[src/rtl/branch_redirect_ctrl_pkg.sv]
// Shared definitions for the ID-stage branch redirect controller:
// MIPS opcode/funct codes, FSM encoding and decode helpers.
package branch_redirect_ctrl_pkg;

  localparam logic [5:0] OP_SPECIAL = 6'h00;
  localparam logic [5:0] OP_REGIMM  = 6'h01;
  localparam logic [5:0] OP_J       = 6'h02;
  localparam logic [5:0] OP_JAL     = 6'h03;
  localparam logic [5:0] OP_BEQ     = 6'h04;
  localparam logic [5:0] OP_BNE     = 6'h05;

  localparam logic [5:0] FN_JR      = 6'h08;
  localparam logic [5:0] FN_JALR    = 6'h09;
  localparam logic [5:0] FN_TEQ     = 6'h34;

  localparam logic [31:0] EXC_VECTOR_DEF = 32'h0000_0004;

  typedef enum logic [2:0] {
    S_IDLE      = 3'd0,
    S_WAIT_OPND = 3'd1,
    S_EXC_SAVE  = 3'd2,
    S_EXC_JUMP  = 3'd3,
    S_ERET_JUMP = 3'd4
  } state_e;

  function automatic logic is_ctrl_flow(
    input logic [5:0] op,
    input logic [5:0] fn
  );
    return (op inside {OP_BEQ, OP_BNE, OP_REGIMM,
                       OP_J, OP_JAL}) ||
           (op == OP_SPECIAL &&
            (fn == FN_JR || fn == FN_JALR));
  endfunction

  // Register-sourced instructions; J/JAL never wait on operands.
  function automatic logic can_wait(
    input logic [5:0] op,
    input logic [5:0] fn
  );
    return (op inside {OP_BEQ, OP_BNE, OP_REGIMM}) ||
           (op == OP_SPECIAL &&
            (fn == FN_JR || fn == FN_JALR || fn == FN_TEQ));
  endfunction

endpackage

[src/rtl/branch_redirect_ctrl.sv]
// ID-stage branch/exception sequencer: operand-wait stalls,
// PC redirects, two-cycle exception entry and ERET return.
module branch_redirect_ctrl
  import branch_redirect_ctrl_pkg::*;
#(
  parameter logic [31:0] EXC_VECTOR = EXC_VECTOR_DEF,
  parameter int          STALL_MAX  = 3
) (
  input  logic        clk_in,
  input  logic        reset_in,
  input  logic        id_valid,
  input  logic [5:0]  id_opcode,
  input  logic [5:0]  id_funct,
  input  logic [31:0] id_pc,
  input  logic        operand_busy,
  input  logic        branch_decision,
  input  logic [31:0] branch_target,
  input  logic        exc_req,
  input  logic [4:0]  exc_cause,
  input  logic        eret_req,
  input  logic [31:0] cp0_epc,
  output logic        redirect_valid,
  output logic [31:0] redirect_pc,
  output logic        pc_stall,
  output logic        ifid_stall,
  output logic        idex_bubble,
  output logic        ifid_flush,
  output logic        epc_we,
  output logic [31:0] epc_out,
  output logic        cause_we,
  output logic [4:0]  cause_out,
  output logic        stall_fault,
  output logic        busy
);

  localparam int CW = $clog2(STALL_MAX + 1);

  state_e          st_q, st_d;
  logic [CW-1:0]   cnt_q, cnt_d, cnt_inc;
  logic [31:0]     epc_q, epc_d;
  logic [4:0]      cause_q, cause_d;
  logic            fault_q, fault_d;
  logic            act;

  always_ff @(posedge clk_in) begin
    if (reset_in) begin
      st_q    <= S_IDLE;
      cnt_q   <= '0;
      epc_q   <= '0;
      cause_q <= '0;
      fault_q <= 1'b0;
    end else begin
      st_q    <= st_d;
      cnt_q   <= cnt_d;
      epc_q   <= epc_d;
      cause_q <= cause_d;
      fault_q <= fault_d;
    end
  end

  assign cnt_inc     = cnt_q + CW'(1);
  assign epc_out     = epc_q;
  assign cause_out   = cause_q;
  assign stall_fault = fault_q;
  assign busy        = (st_q != S_IDLE);

  always_comb begin
    st_d           = st_q;
    cnt_d          = cnt_q;
    epc_d          = epc_q;
    cause_d        = cause_q;
    fault_d        = fault_q;
    act            = 1'b0;
    redirect_valid = 1'b0;
    redirect_pc    = '0;
    pc_stall       = 1'b0;
    ifid_stall     = 1'b0;
    idex_bubble    = 1'b0;
    ifid_flush     = 1'b0;
    epc_we         = 1'b0;
    cause_we       = 1'b0;
    unique case (st_q)
      S_IDLE, S_WAIT_OPND: begin
        // A waiting branch is still held in IF/ID.
        act = (st_q == S_WAIT_OPND) || id_valid;
        if (act) begin
          if (exc_req) begin
            st_d        = S_EXC_SAVE;
            cnt_d       = '0;
            epc_d       = id_pc;
            cause_d     = exc_cause;
            ifid_flush  = 1'b1;
            idex_bubble = 1'b1;
          end else if (eret_req) begin
            st_d        = S_ERET_JUMP;
            cnt_d       = '0;
            idex_bubble = 1'b1;
          end else if (operand_busy &&
                       can_wait(id_opcode, id_funct)) begin
            pc_stall    = 1'b1;
            ifid_stall  = 1'b1;
            idex_bubble = 1'b1;
            if (st_q == S_IDLE) begin
              st_d  = S_WAIT_OPND;
              cnt_d = CW'(1);
            end else if (cnt_inc == CW'(STALL_MAX)) begin
              st_d    = S_IDLE;
              cnt_d   = '0;
              fault_d = 1'b1;
            end else begin
              cnt_d = cnt_inc;
            end
          end else begin
            st_d  = S_IDLE;
            cnt_d = '0;
            if (is_ctrl_flow(id_opcode, id_funct) &&
                branch_decision) begin
              redirect_valid = 1'b1;
              redirect_pc    = branch_target;
            end
          end
        end
      end
      S_EXC_SAVE: begin
        epc_we   = 1'b1;
        cause_we = 1'b1;
        pc_stall = 1'b1;
        st_d     = S_EXC_JUMP;
      end
      S_EXC_JUMP: begin
        redirect_valid = 1'b1;
        redirect_pc    = EXC_VECTOR;
        ifid_flush     = 1'b1;
        st_d           = S_IDLE;
      end
      S_ERET_JUMP: begin
        redirect_valid = 1'b1;
        redirect_pc    = cp0_epc;
        ifid_flush     = 1'b1;
        st_d           = S_IDLE;
      end
      default: st_d = S_IDLE;
    endcase
  end

endmodule

[config.mk]
export PLATFORM = sky130hd
export DESIGN_NAME = branch_redirect_ctrl
export DESIGN_NICKNAME = d
export VERILOG_FILES = /design/src/rtl/branch_redirect_ctrl_pkg.sv /design/src/rtl/branch_redirect_ctrl.sv
export SDC_FILE = /design/constraint.sdc
export NUM_CORES = 1
export LEC_CHECK = 0
export CORE_ASPECT_RATIO = 1.2
export CORE_MARGIN = 4
export CORE_UTILIZATION = 32
export DETAILED_ROUTE_END_ITERATION = 12
export MAX_ROUTING_LAYER = met4
export PLACE_DENSITY_LB_ADDON = 0.1
export SETUP_SLACK_MARGIN = 0.02
export SYNTH_ARGS = -nofsm -noshare
export SYNTH_HDL_FRONTEND = slang
export SYNTH_SLANG_ARGS = --single-unit
[constraint.sdc]
create_clock -name clk_in -period 2.5 [get_ports clk_in]
set_input_delay 0.375 -clock clk_in [delete_from_list [all_inputs] [get_ports clk_in]]
set_output_delay 0.375 -clock clk_in [all_outputs]
set_load 0.005 [all_outputs]
## Yosys cells after proc, flatten, opt, wreduce, memory -nomap -nowiden

Index checks and enable logic that the tools add are counted.

| word-level totals | value |
|---|---|
| register bits | 43 |
| output and inout port bits | 78 |

| cells by class | value |
|---|---|
| reduce and logical (&&, ||, !) cells | 20 |
| eq/ne operators | 15 |
| bitwise gates (word level) | 3 |
| $add $sub $neg | 1 |
| muxes and demuxes | 38 |

Operator list:

| cell | count |
|---|---|
| two-way mux 32 bit | 5 |
| case mux 32 bit (3 select lines) | 1 |
| two-way mux 3 bit | 6 |
| two-way mux 1 bit | 17 |
| == test 6 x 2 -> 1 bit (second input constant) | 2 |
| == test 6 x 3 -> 1 bit (second input constant) | 2 |
| == test 6 x 4 -> 1 bit (second input constant) | 2 |
| two-way mux 2 bit | 5 |
| AND reduction 7 bit | 1 |
| == test 3 x 2 -> 1 bit (second input constant) | 2 |
| == test 6 x 1 -> 1 bit (second input constant) | 1 |
| == test 6 bit (second input constant) | 1 |
| logical NOT 6 bit | 1 |
| != test 6 bit (second input constant) | 1 |
| case mux 1 bit (2 select lines) | 3 |
| case mux 3 bit (2 select lines) | 1 |
| nonzero test 3 bit | 2 |
| logical OR 1 bit | 5 |
| nonzero test 5 bit | 1 |
| logical AND 1 bit | 4 |
| AND reduction 2 bit | 2 |
| OR reduction 2 bit | 2 |
| == test 3 x 1 -> 1 bit (second input constant) | 1 |
| == test 3 bit (second input constant) | 1 |
| other kinds (6) | 8 |

## Depth between registers and ports, before layout

| logic depth | value |
|---|---|
| depth after elaboration | 11 |
| gate-level depth with buffers | 7 |
| gate-level depth less buffers | 4 |

## Worst setup path before layout

OpenSTA, ideal clock, no wires.

| timing | value |
|---|---|
| path type | input -> output |
| start | in id_funct[2] |
| end | out redirect_valid |
| setup slack | 307 ps |
| arrival time | 1,818 ps |
| cell stages on the path | 6 |
| path buffers | 2 |
| required time | 2,125 ps |
| path through | or4b_1 o211a_2 or2_1 buf_6 buf_6 a211o_1 |

| on the way | value |
|---|---|
| cells in the longest elaborated chain, start to end | 11 |

RTL lines:

| what | RTL line | RTL |
|---|---|---|
| from (decl) | branch_redirect_ctrl.sv:13 | `input logic [5:0] id_funct,` |
| == test 6 x 4 -> 1 bit | branch_redirect_ctrl_pkg.sv:33, branch_redirect_ctrl_pkg.sv:43 |  |
| logical OR 1 bit | branch_redirect_ctrl_pkg.sv:33, branch_redirect_ctrl_pkg.sv:43 |  |
| logical AND 1 bit or logical OR 1 bit (tied branches) | branch_redirect_ctrl_pkg.sv:32, branch_redirect_ctrl_pkg.sv:43 |  |
| logical OR 1 bit or logical AND 1 bit (tied branches) | branch_redirect_ctrl_pkg.sv:31, branch_redirect_ctrl_pkg.sv:42 |  |
| logical AND 1 bit or logical OR 1 bit (tied branches) | branch_redirect_ctrl.sv:116, branch_redirect_ctrl_pkg.sv:41 |  |
| two-way mux 1 bit or logical AND 1 bit (tied branches) | branch_redirect_ctrl.sv:116, branch_redirect_ctrl.sv:98 |  |
| two-way mux 1 bit (*) | branch_redirect_ctrl.sv:98 | `end else if (operand_busy &&` |
| two-way mux 1 bit (*) | branch_redirect_ctrl.sv:94 | `end else if (eret_req) begin` |
| two-way mux 1 bit (*) | branch_redirect_ctrl.sv:87 | `if (exc_req) begin` |
| two-way mux 1 bit (*) | branch_redirect_ctrl.sv:86 | `if (act) begin` |
| case mux 1 bit (2 select lines) (*) | branch_redirect_ctrl.sv:82 | `unique case (st_q)` |
| to (decl) | branch_redirect_ctrl.sv:22 | `output logic redirect_valid,` |

Mark *: on every way between the ends. The rest lies on a longest branch, timed or not.

## Worst setup path in the final report

| timing | value |
|---|---|
| start | in id_funct[5] |
| end | out pc_stall |

| on the way | value |
|---|---|
| cells in the longest elaborated chain, start to end | 11 |

RTL lines:

| what | RTL line | RTL |
|---|---|---|
| == test 6 x 4 -> 1 bit | branch_redirect_ctrl_pkg.sv:43 | `(fn == FN_JR \|\| fn == FN_JALR \|\| fn == FN_TEQ));` |
| logical OR 1 bit | branch_redirect_ctrl_pkg.sv:43 |  |
| logical OR 1 bit (*) | branch_redirect_ctrl_pkg.sv:43 |  |
| logical AND 1 bit (*) | branch_redirect_ctrl_pkg.sv:42 | `(op == OP_SPECIAL &&` |
| logical OR 1 bit (*) | branch_redirect_ctrl_pkg.sv:41 | `return (op inside {OP_BEQ, OP_BNE, OP_REGIMM}) \|\|` |
| logical AND 1 bit (*) | branch_redirect_ctrl.sv:98 |  |
| two-way mux 1 bit (*) | branch_redirect_ctrl.sv:98 |  |
| two-way mux 1 bit (*) | branch_redirect_ctrl.sv:94 |  |
| two-way mux 1 bit (*) | branch_redirect_ctrl.sv:87 |  |
| two-way mux 1 bit (*) | branch_redirect_ctrl.sv:86 |  |
| case mux 1 bit (2 select lines) (*) | branch_redirect_ctrl.sv:82 |  |
| to (decl) | branch_redirect_ctrl.sv:24 | `output logic pc_stall,` |

Marks and branches as above.

==> impl_metrics.toml <==
[logic_synthesis]
post_synth_edffs = 0
netlist_area_um2 = 2257
synth.net_count = 425
synth-seq-cells = 43
synth-main-ff-cell = "sky130_fd_sc_hd__dfxtp_1"
async_flop_share = 0
synthesis.area_per_instance_um2 = 7.401
synthesis.yosys.warnings = 0
netlist_instances = 305
synth_seq_area_share = 0.3814
synth_cell_type_count = 36

[finish]
nNetsFinal = 639
finalCoreUtilization = 0.6705
finalNonFillerCells = 607
diodes = 0
share_of_post_route_cells_with_drive_strength_above_1 = 0.1615
synthToLayoutAreaGrowth_pct = 103.6

[sta]
worst_max_slew_margin_expressed_relative_to_the_limit = 0.6953
max_slew.worst_pin.slew_ns = 0.4561
finalSetupViolations = 0
achievable-frequency_mhz = 400.8
slew_violations = 0
finalHoldViolCount = 0
rsz0062_at_grt = "true"
post-route-period-util = 0.9979
skew_ns = 0.008077
time_the_worst_path_needs_with_i_o_delays_and_setup_ns = 2.495
final.setup.tns_ns = 0
timing.final.ws_setup_ns = 0.005296

[hold_path]
timing.hold.worst.class = "reg -> reg"

[floorplanning]
floorplan.initialDensity = 0.3293
die_h_um = 100
rows = 33
core-area_um2 = 6854
top_level_ports = 198
design.die.area_um2 = 8467
die_w_um = 84.67

[detailed_routing]
detailedRoute.firstPassIterationCount = 5
wire_per_inst_um = 15.89
detailedRoute.firstIterationViolations = 181
detail-route-antenna-nets = 0
wl_mm = 9.648
drc_errors = 0
detailroute.via_count = 3099
vias_per_cell = 5.105

[critical_path]
cp_slowest_stage_delay_ns = 0.54
setup.worst_path.end_class = "primary output"
critical_path.slowest_cell = "sky130_fd_sc_hd__or4b_4"
buffers_and_inverters_on_the_worst_path = 4
worstPathRequired_ns = 2.12
criticalPathCategory = "in -> out"
path_delay_family = "simple AND/OR/NAND/NOR gates"
timing.critical_path.arrival_ns = 2.12
worst_setup_path_start_kind = "input pin"
crit_path_frequent_cell = "sky130_fd_sc_hd__buf_6"
worstPathMaxFanout = 4
critical_path.cell_chain = "buf_6, or4b_4, o211a_4, or2_4, buf_6, buf_6, o41ai_4, buf_2"

[grt]
met2_usage = 0.3996
first_global_vias = 3185
gr-total-overflow = 0
grt_first_pass_wirelength_mm = 15.10
groute.usage.overall = 0.2247
met3_usage = 0.05172
grt-busiest-layer = "met2"
gr-usage-met1 = 0.2433
grt_max_degree = 44
grt_antenna_before_repair = 0

[power_and_ir_drop]
vdd.ir_drop.worst_mv = 0.3060
report.power.total_w = 0.001657
power-per-cell-area_nw_per_um2 = 360.6
lkg_pwr_nw = 1.893

[job]
max-cap-violations = 0

[placement]
post-dp-hpwl_mm = 7.304
routabilityCongestion = 0.8471
pre_cts_ws_ns = -0.6187
place.detailed.instances = 584
io_buffer_count = 197

[outcome]
status = "complete, no violations"

[clocking]
clock_tree_root_buffer_cell = "sky130_fd_sc_hd__clkbuf_8"
cts_sinks = 43
cts_inserted_buffers = 5
cts_tree = "built"
worst_skew_late_latency_ns = 0.29
hold_bufs_inserted_after_cts = 0
number_of_levels_in_the_clock_h_tree = 2
clock_tree.buffer_depth = 2
cts.reportedPaths.clkPinSlew_ns = 0.08
[timing repair]
| action | CTS | global route |
|---|---|---|
| endpoints found under the setup margin | 37 | 19 |
| setup buffers | 7 | 6 |
| gates resized for setup | 128 | 18 |
| cloned | 4 | 0 |
| pin swaps | 9 | 10 |
[power breakdown]
group          switching (W)  total [W]  internal (W)  leakage, nW
combinational       0.000178   0.000487      0.000309         1.50
sequential         0.0000188   0.000739      0.000720        0.351
clock               0.000236   0.000431      0.000195       0.0412
total               0.000432    0.00166       0.00122         1.89
[layout make-up]
class,instances,area [µm²]
Multi-Input combinational cell,232,1313
Clock buffer,6,72.57
Clock inverter,2,12.51
Timing Repair Buffer,235,2221
Tap cell,87,108.9
Sequential cell,43,860.8
Inverter,2,7.507
Fill cell,620,2258
[per-stage QoR]
stage	hold WS, ns	area [µm²]
2_1_floorplan	0.4431	2257
3_3_place_gp	0.4411	4417
3_5_place_dp	0.4469	4417
4_1_cts	0.4585	4598
5_1_grt	0.4781	4596
6_report	0.4527	4596
[synth_stat cells (3+ instances only)]
library cell	number	share of area
sky130_fd_sc_hd__nor2b_1	3	0.0083
sky130_fd_sc_hd__buf_6	3	0.015
sky130_fd_sc_hd__clkbuf_1	20	0.033
sky130_fd_sc_hd__nand2_1	92	0.15
sky130_fd_sc_hd__o21ai_1	8	0.018
sky130_fd_sc_hd__a32o_1	19	0.084
sky130_fd_sc_hd__buf_2	4	0.0089
sky130_fd_sc_hd__a21oi_1	40	0.089
sky130_fd_sc_hd__nor3_1	5	0.011
sky130_fd_sc_hd__o21ai_0	6	0.013
sky130_fd_sc_hd__and3_1	14	0.039
sky130_fd_sc_hd__nand3_1	13	0.029
sky130_fd_sc_hd__nor2_1	5	0.0083
sky130_fd_sc_hd__dfxtp_1	43	0.38
sky130_fd_sc_hd__nor3b_1	3	0.010
[worst paths after layout]
kind | from | endpoint | slack, ns | cells after the start
setup / recovery | id_funct[5] | pc_stall | 0.005 | 8
hold / removal | epc_out[17] | epc_out[17] | 0.45 | 2
setup reg to reg | st_q[1] | epc_out[9] | 0.97 | 6
hold reg to reg | epc_out[17] | epc_out[17] | 0.45 | 2
[sequential cells by signal (all words and copies together) (netlist names)]
name,flops
cause_out,5
cnt_q,2
epc_out,32
st_q,3
stall_fault,1
[tightest hold or removal path, stage by stage (launching register included)]
cell,delay (ns)
sky130_fd_sc_hd__dfxtp_1,0.31
sky130_fd_sc_hd__nand2_1,0.05
sky130_fd_sc_hd__a21oi_1,0.05
[placed cells by master (no fill, tap or decap), types with 2 or more instances in the layout]
master / count
sky130_fd_sc_hd__clkdlybuf4s50_1: 149
sky130_fd_sc_hd__nand2_1: 92
sky130_fd_sc_hd__dfxtp_1: 43
sky130_fd_sc_hd__a21oi_1: 40
sky130_fd_sc_hd__buf_4: 25
sky130_fd_sc_hd__dlygate4sd2_1: 20
sky130_fd_sc_hd__a32o_1: 19
sky130_fd_sc_hd__buf_2: 15
sky130_fd_sc_hd__and3_1: 14
sky130_fd_sc_hd__nand3_1: 13
sky130_fd_sc_hd__clkbuf_2: 10
sky130_fd_sc_hd__buf_6: 9
sky130_fd_sc_hd__o21ai_1: 7
sky130_fd_sc_hd__o21ai_0: 6
sky130_fd_sc_hd__clkbuf_8: 5
sky130_fd_sc_hd__nor2_1: 4
sky130_fd_sc_hd__nor3_1: 4
sky130_fd_sc_hd__nor2b_1: 3
sky130_fd_sc_hd__buf_12: 3
sky130_fd_sc_hd__nand4b_1: 2
sky130_fd_sc_hd__nor3b_2: 2
sky130_fd_sc_hd__inv_1: 2
sky130_fd_sc_hd__a31o_1: 2
sky130_fd_sc_hd__nand3b_1: 2
sky130_fd_sc_hd__or3_1: 2
sky130_fd_sc_hd__buf_16: 2
[kinds of logic after synthesis]
kind of cell | after synthesis | share of synthesized area
simple gates | 149 | 0.3082
flops | 43 | 0.3814
mux | 1 | 0.004435
compound gates | 82 | 0.2422
buf+inv | 30 | 0.06375
[routing by layer]
layer  up-vias  part of all wire  wire [µm]
li1       1502                 -          -
met3        14             0.079        764
met1      1429              0.38       3652
met2       154              0.52       5044
met4         0             0.019        187
met5         -                 0          0
No activity file was read; power rests on OpenSTA's default activity.
